File: src/rtl/clkdiv_pkg.sv
// Shared types and helpers for the multi-channel programmable clock divider.
package clkdiv_pkg;

  typedef enum logic [1:0] {
    ST_IDLE  = 2'd0,
    ST_RUN   = 2'd1,
    ST_DRAIN = 2'd2
  } state_e;

  // Ratios below 2 cannot produce a toggling output, so they are raised to 2.
  function automatic logic [31:0] clamp_ratio(input logic [31:0] r);
    return (r < 32'd2) ? 32'd2 : r;
  endfunction

  // Channel i comes out of reset dividing by 2^(i+1).
  function automatic logic [31:0] reset_ratio(input int unsigned i);
    return 32'd2 << i;
  endfunction

endpackage

File: src/rtl/clkdiv_chan.sv
// One divider channel: run/drain FSM, period counter, active and pending ratio.
module clkdiv_chan
  import clkdiv_pkg::*;
#(
  parameter int unsigned DIVW = 8,
  parameter int unsigned IDX  = 0
) (
  input  logic            clk_i,
  input  logic            rst_n_i,
  input  logic            en_i,
  input  logic            cfg_acc_i,
  input  logic [DIVW-1:0] cfg_ratio_i,
  output logic            pending_o,
  output logic            clk_out_o,
  output logic            tick_o
);

  localparam int unsigned HW = DIVW + 1;

  state_e            state_q, state_d;
  logic [DIVW-1:0]   cnt_q, cnt_d;
  logic [DIVW-1:0]   r_q, r_d;
  logic [DIVW-1:0]   p_q, p_d;
  logic              pend_q, pend_d;
  logic              clk_q, clk_d;
  logic              tick_q, tick_d;
  logic              wrap_c;
  logic              load_c;
  logic [HW-1:0]     high_c;

  always_comb begin
    state_d = state_q;
    cnt_d   = cnt_q;
    r_d     = r_q;
    p_d     = p_q;
    pend_d  = pend_q;
    load_c  = 1'b0;
    wrap_c  = (cnt_q == (r_q - DIVW'(1)));

    unique case (state_q)
      ST_IDLE: begin
        cnt_d  = '0;
        load_c = pend_q;
        if (en_i) state_d = ST_RUN;
      end
      ST_RUN, ST_DRAIN: begin
        // Enable is only honoured at the period boundary; mid-period it just selects RUN vs DRAIN.
        if (wrap_c) begin
          cnt_d   = '0;
          load_c  = pend_q;
          state_d = en_i ? ST_RUN : ST_IDLE;
        end else begin
          cnt_d   = cnt_q + DIVW'(1);
          state_d = en_i ? ST_RUN : ST_DRAIN;
        end
      end
      default: begin
        state_d = ST_IDLE;
        cnt_d   = '0;
      end
    endcase

    if (load_c) begin
      r_d    = p_q;
      pend_d = 1'b0;
    end
    if (cfg_acc_i) begin
      p_d    = DIVW'(clamp_ratio(32'(cfg_ratio_i)));
      pend_d = 1'b1;
    end

    high_c = (HW'(r_d) + HW'(1)) >> 1;
    clk_d  = (state_d != ST_IDLE) && (HW'(cnt_d) < high_c);
    tick_d = (state_d == ST_RUN) && (cnt_d == '0);
  end

  always_ff @(posedge clk_i) begin
    if (!rst_n_i) begin
      state_q <= ST_IDLE;
      cnt_q   <= '0;
      r_q     <= DIVW'(reset_ratio(IDX));
      p_q     <= '0;
      pend_q  <= 1'b0;
      clk_q   <= 1'b0;
      tick_q  <= 1'b0;
    end else begin
      state_q <= state_d;
      cnt_q   <= cnt_d;
      r_q     <= r_d;
      p_q     <= p_d;
      pend_q  <= pend_d;
      clk_q   <= clk_d;
      tick_q  <= tick_d;
    end
  end

  assign pending_o = pend_q;
  assign clk_out_o = clk_q;
  assign tick_o    = tick_q;

endmodule

File: src/rtl/clkdiv_multi.sv
// NCH independent programmable clock dividers sharing one config request port.
module clkdiv_multi
  import clkdiv_pkg::*;
#(
  parameter  int unsigned NCH  = 3,
  parameter  int unsigned DIVW = 8,
  localparam int unsigned CHW  = (NCH > 1) ? $clog2(NCH) : 1
) (
  input  logic            clk_i,
  input  logic            rst_n_i,
  input  logic [NCH-1:0]  en_i,
  input  logic            cfg_valid_i,
  input  logic [CHW-1:0]  cfg_ch_i,
  input  logic [DIVW-1:0] cfg_ratio_i,
  output logic            cfg_ready_o,
  output logic [NCH-1:0]  pending_o,
  output logic [NCH-1:0]  clk_out_o,
  output logic [NCH-1:0]  tick_o
);

  logic [NCH-1:0] pend_w;
  logic [NCH-1:0] acc_c;
  logic           ready_c;

  // Out-of-range channel numbers stay ready so the request is consumed and dropped.
  always_comb begin
    ready_c = 1'b1;
    for (int unsigned i = 0; i < NCH; i++) begin
      if (cfg_ch_i == CHW'(i)) ready_c = !pend_w[i];
    end
  end

  always_comb begin
    acc_c = '0;
    for (int unsigned i = 0; i < NCH; i++) begin
      acc_c[i] = cfg_valid_i && rst_n_i && (cfg_ch_i == CHW'(i)) && !pend_w[i];
    end
  end

  for (genvar g = 0; g < NCH; g++) begin : g_ch
    clkdiv_chan #(
      .DIVW (DIVW),
      .IDX  (g)
    ) u_chan (
      .clk_i       (clk_i),
      .rst_n_i     (rst_n_i),
      .en_i        (en_i[g]),
      .cfg_acc_i   (acc_c[g]),
      .cfg_ratio_i (cfg_ratio_i),
      .pending_o   (pend_w[g]),
      .clk_out_o   (clk_out_o[g]),
      .tick_o      (tick_o[g])
    );
  end

  assign pending_o   = pend_w;
  assign cfg_ready_o = ready_c;

endmodule

File: config.mk
export PLATFORM = sky130hd
export DESIGN_NAME = clkdiv_multi
export DESIGN_NICKNAME = d
export VERILOG_FILES = /design/src/rtl/clkdiv_pkg.sv /design/src/rtl/clkdiv_chan.sv /design/src/rtl/clkdiv_multi.sv
export SDC_FILE = /design/constraint.sdc
export NUM_CORES = 1
export LEC_CHECK = 0
export ABC_CLOCK_PERIOD_IN_PS = 9240
export CAP_MARGIN = 15
export CORE_MARGIN = 2
export CORE_UTILIZATION = 50
export CTS_CLUSTER_SIZE = 28
export DETAILED_ROUTE_END_ITERATION = 8
export GPL_TIMING_DRIVEN = 0
export HOLD_SLACK_MARGIN = 0.1
export PLACE_DENSITY = 0.68
export SYNTH_ARGS = -nofsm -noshare
export SYNTH_HDL_FRONTEND = slang
export SYNTH_HIERARCHICAL = 1
export SYNTH_SLANG_ARGS = --single-unit
export TNS_END_PERCENT = 5
File: constraint.sdc
create_clock -name clk_i -period 9.24 [get_ports clk_i]
set_input_delay 1.848 -clock clk_i [delete_from_list [all_inputs] [get_ports clk_i]]
set_output_delay 1.848 -clock clk_i [all_outputs]
set_load 0.02 [all_outputs]
# == Word level (Yosys, flattened, before mapping) ==
# Index checks and enable logic that the tools add are counted.
# word_totals
register_bits,87
inputBits,16
word_cells,120
# classes
addsub,9
order_cmp,4
eq_ne,14
mux,40
n_reduce_logical,32
# ops
cell,count
2-to-1 mux 8 bit,10
adder 8 x 1 -> 9 bit (second input constant),3
adder 8 x 1 -> 8 bit (second input constant),3
equality test 8 bit,3
zero test 8 bit,3
less-than comparator 8 bit,3
subtractor 8 x 1 -> 8 bit (second input constant),3
2-to-1 mux 2 bit,9
2-to-1 mux 1 bit,15
equality test 2 x 1 -> 1 bit (second input constant),7
logical AND 1 bit,13
one-hot mux 2 bit (2 select lines),3
nonzero test 2 bit,6
equality test 2 bit (second input constant),4
zero test 2 bit,4
less-than comparator 8 x 2 -> 1 bit (second input constant),1
one-hot mux 1 bit (2 select lines),3
OR reduction 2 bit,3
zero test 1 bit,3

# == Depth between registers and ports, before layout ==
# depth
ltp_word,8
ltp_mapped,21
depth_no_buf,20

# == Hierarchy ==
# Netlist, hierarchy kept.
# modules_own_cells
mod,instances,cells_each,area_per_inst_um2
clkdiv_chan,3,237,1966.9
clkdiv_multi,1,7,52.6

# == Least setup slack after synthesis ==
# OpenSTA, ideal clock, no wires.
# synth_timing
kind,input to output
startpoint,input port cfg_ch_i[1]
endpoint,output port cfg_ready_o
arrival_ps,2226
slack_ps,5166
path_stages,2
path_buffers,0
path_cell_list,mux2i_1 o21a_1
# synth_between
elab_chain_len,4
word_cells_on_any_way,6
classes_between,eq/ne: 2; mux: 3; reduce/logical: 1
# synth_lines
item,line,rtl
start: declaration,clkdiv_multi.sv:13,"input logic [CHW-1:0] cfg_ch_i,"
zero test 2 bit,clkdiv_multi.sv:29,if (cfg_ch_i == CHW'(i)) ready_c = !pend_w[i];
2-to-1 mux 1 bit (2 in a row),clkdiv_multi.sv:29,
2-to-1 mux 1 bit (*),clkdiv_multi.sv:29,
end: declaration,clkdiv_multi.sv:15,"output logic cfg_ready_o,"
# Every way passes the cells marked *; elsewhere a longest branch is shown, timed or not.

# == Worst setup path in the final report ==
# Same ends and word-level chain as after synthesis.

==> flow_summary.json <==
{
  "synth-seq-cells": 87,
  "cts.htree.levels": 3,
  "diodes": 0,
  "core-area_mm2": 0.0115,
  "register_area_mm2": 0.00174,
  "synth_area_mm2": 0.00595,
  "fin_crit_sh_pct": 56.6,
  "cp-start-kind": "input port",
  "yosys-top-cells-area": "dfxtp_1 (29%), mux2i_1 (8.2%), ha_1 (7.6%)",
  "routed_wl_um": 13700,
  "maxSlewViolCount": 0,
  "num_io_pins": 26,
  "path_class": "in -> out",
  "final_hold_viol_count": 0,
  "status": "finished, violations left",
  "ys_types": 48,
  "grt_max_degree": 27,
  "synth-edff-count": 0,
  "finalNonFillerCells": 902,
  "ir_drop_uv": 106,
  "root_buffer": "clkbuf_16",
  "clk_pin_slew_worst_paths_ps": 60,
  "row_count": 39,
  "dp.cells": 886,
  "power.leakage_nw": 2.59,
  "dieArea_mm2": 0.0128,
  "drtIter0Drc": 332,
  "violations": "DRC",
  "p_per_area_mw_per_mm2": 135,
  "layout_common_cells": "nor2_1 (109), dfxtp_1 (87), mux2i_1 (49), nand2_1 (45), xnor2_1 (42)",
  "cp-end-kind": "output pin",
  "fin_total_pwr_w": 0.000902,
  "period_minus_slack_ps": 5230,
  "hold_depth": 1,
  "gp_congestion": 0.911,
  "yosysWarningCount": 6,
  "synth_top_area_share_pct": 29.3,
  "min_path_type": "reg -> reg",
  "grt_pass1_vias": 4781,
  "drc": 2,
  "finalSetupTns_ps": 0,
  "syn_to_final_growth_pct": 11.9,
  "avgRoutedWirePerCell_um": 15.2,
  "cts_inserted_buffers": 9,
  "ys_seq_area_share_pct": 29.3,
  "synthFlopType": "dfxtp_1",
  "routed-via-count": 5047,
  "slew-limit-headroom_pct": 32.8,
  "die_h_um": 113,
  "fin_nets": 806,
  "drv_cap": 0,
  "drt_pass1_iterations": 7,
  "synthCells": 718,
  "antenna_found_initial": 0,
  "fin_skew_ps": 8.08,
  "holdWs_ps": 530,
  "clockBufferDepth": 2,
  "worstRegToRegCells": 21,
  "port-buffer-count": 25,
  "synth_area_leader_cell": "dfxtp_1",
  "drive_gt1_share_pct": 9.09,
  "ant_nets": 0,
  "synth.avg_cell_area_um2": 8.29,
  "dpl.hpwl_um": 10500,
  "grt_first_pass_wirelength_um": 22800,
  "arrival_ps": 3380,
  "cts_sinks": 87,
  "asyncSetResetFlopFracSynth_pct": 0,
  "worstMarginPinSlew_ps": 1000,
  "grt-ovfl-total": 0,
  "final_common_cell": "nor2_1",
  "globalRouteTotalUtil_pct": 22.0,
  "initial_utilization_pct": 51.7,
  "crit_path_max_fanout": 5,
  "cts_resized": 0,
  "multi_input_area_mm2": 0.00385,
  "holdBufCountCts": 0,
  "n_fill_cell": 1080,
  "synthesis.nets": 770,
  "cp_data_required_time_ps": 7390,
  "timing.fmax_mhz": 191,
  "cts_tree": "done",
  "rsz0062_at_grt": "no",
  "setup_viol": 0,
  "postCtsSetupBuffers": 0,
  "clk_latency_ps": 340,
  "detail_route.vias_per_cell": 5.60,
  "die_x_um": 113
}
==> registers in the layout, summed over array words and instances, names as in the netlist <==
| name | count |
|---|---|
| g_ch.u_chan/clk_out_o | 3 |
| g_ch.u_chan/r_q | 24 |
| g_ch.u_chan/cnt_q | 24 |
| g_ch.u_chan/tick_o | 3 |
| g_ch.u_chan/state_q | 6 |
| g_ch.u_chan/p_q | 24 |
| g_ch.u_chan/pending_o | 3 |
==> synthesized netlist by cell type, drive strengths merged, types with 4 or more instances <==
library cell and number:
o41ai 9, a21oi 33, nor2 112, or2 4, nor2b 9, xnor2 45
a21o 6, nand2 45, buf 22, dfxtp 87, xor2 33, inv 36
nor4 4, mux2i 49, nor3 18, mux2 6, o22ai 6, ha 36
o21a 4, nand3 39, and2 17, nand4 12, nor4b 8, and3 9
clkbuf 17, o21ai 21
==> per-layer routing <==
metal	up-vias	global-route usage, %	wire (µm)
met4	0	5.28	114
li1	2552	-	-
met3	9	3.86	505
met5	-	0	0
met1	2411	30.8	6860
met2	75	35.4	6230
==> layout make-up <==
class                      count  area share, %
multi-input combinational    556           57.8
sequential                    87           26.2
buffer                        39           3.38
clock buffer                  12           3.70
timing repair buffer          25           3.76
inverter                      36           2.03
tap                          143           2.69
clock inverter                 4          0.451
==> where the power goes <==
part           switching [W]  internal (W)  leakage, nW  total [W]
combinational      0.0000896     0.0000631         1.75   0.000153
clock               0.000153      0.000191        0.133   0.000343
sequential         0.0000141      0.000391        0.705   0.000406
total               0.000256      0.000645         2.59   0.000902
==> critical path, stage by stage <==
cell and delay, ps:
clkdlybuf4s50_1 580, mux2i_1 210, o21a_1 140, clkdlybuf4s50_1 610
==> cells by family (layout without fill, tap and decap cells) <==
kind of cell	Yosys count	in the layout	share of synthesized area, %
multiplexers	55	55	9.37
AO/OA/AOI/OAI	97	97	11.4
buffers and inverters	75	116	6.05
flip-flops	87	87	29.3
adder cells (fa/ha/maj)	36	36	7.57
AND/OR/NAND/NOR	290	290	24.5
XOR/XNOR	78	78	11.9
==> metrics by stage <==
stage,area (µm²),util [%],setup slack [ps]
floorplan,5950,-,5170
global placement,6380,55.4,4010
detailed placement,6380,55.4,4030
CTS,6660,57.8,4020
global route,6660,57.8,3950
finish,6660,57.8,4010
==> final timing paths <==
kind                                         startpoint  slack [ps]                        to
worst max-delay path                        cfg_ch_i[1]        4010               cfg_ready_o
worst min register to register  g_ch[1].u_chan/cnt_q[0]         530   g_ch[1].u_chan/cnt_q[0]
worst min-delay path            g_ch[1].u_chan/cnt_q[0]         530   g_ch[1].u_chan/cnt_q[0]
worst max register to register    g_ch[2].u_chan/r_q[0]        4680  g_ch[2].u_chan/clk_out_o
No activity file was read; power rests on OpenSTA's default activity.
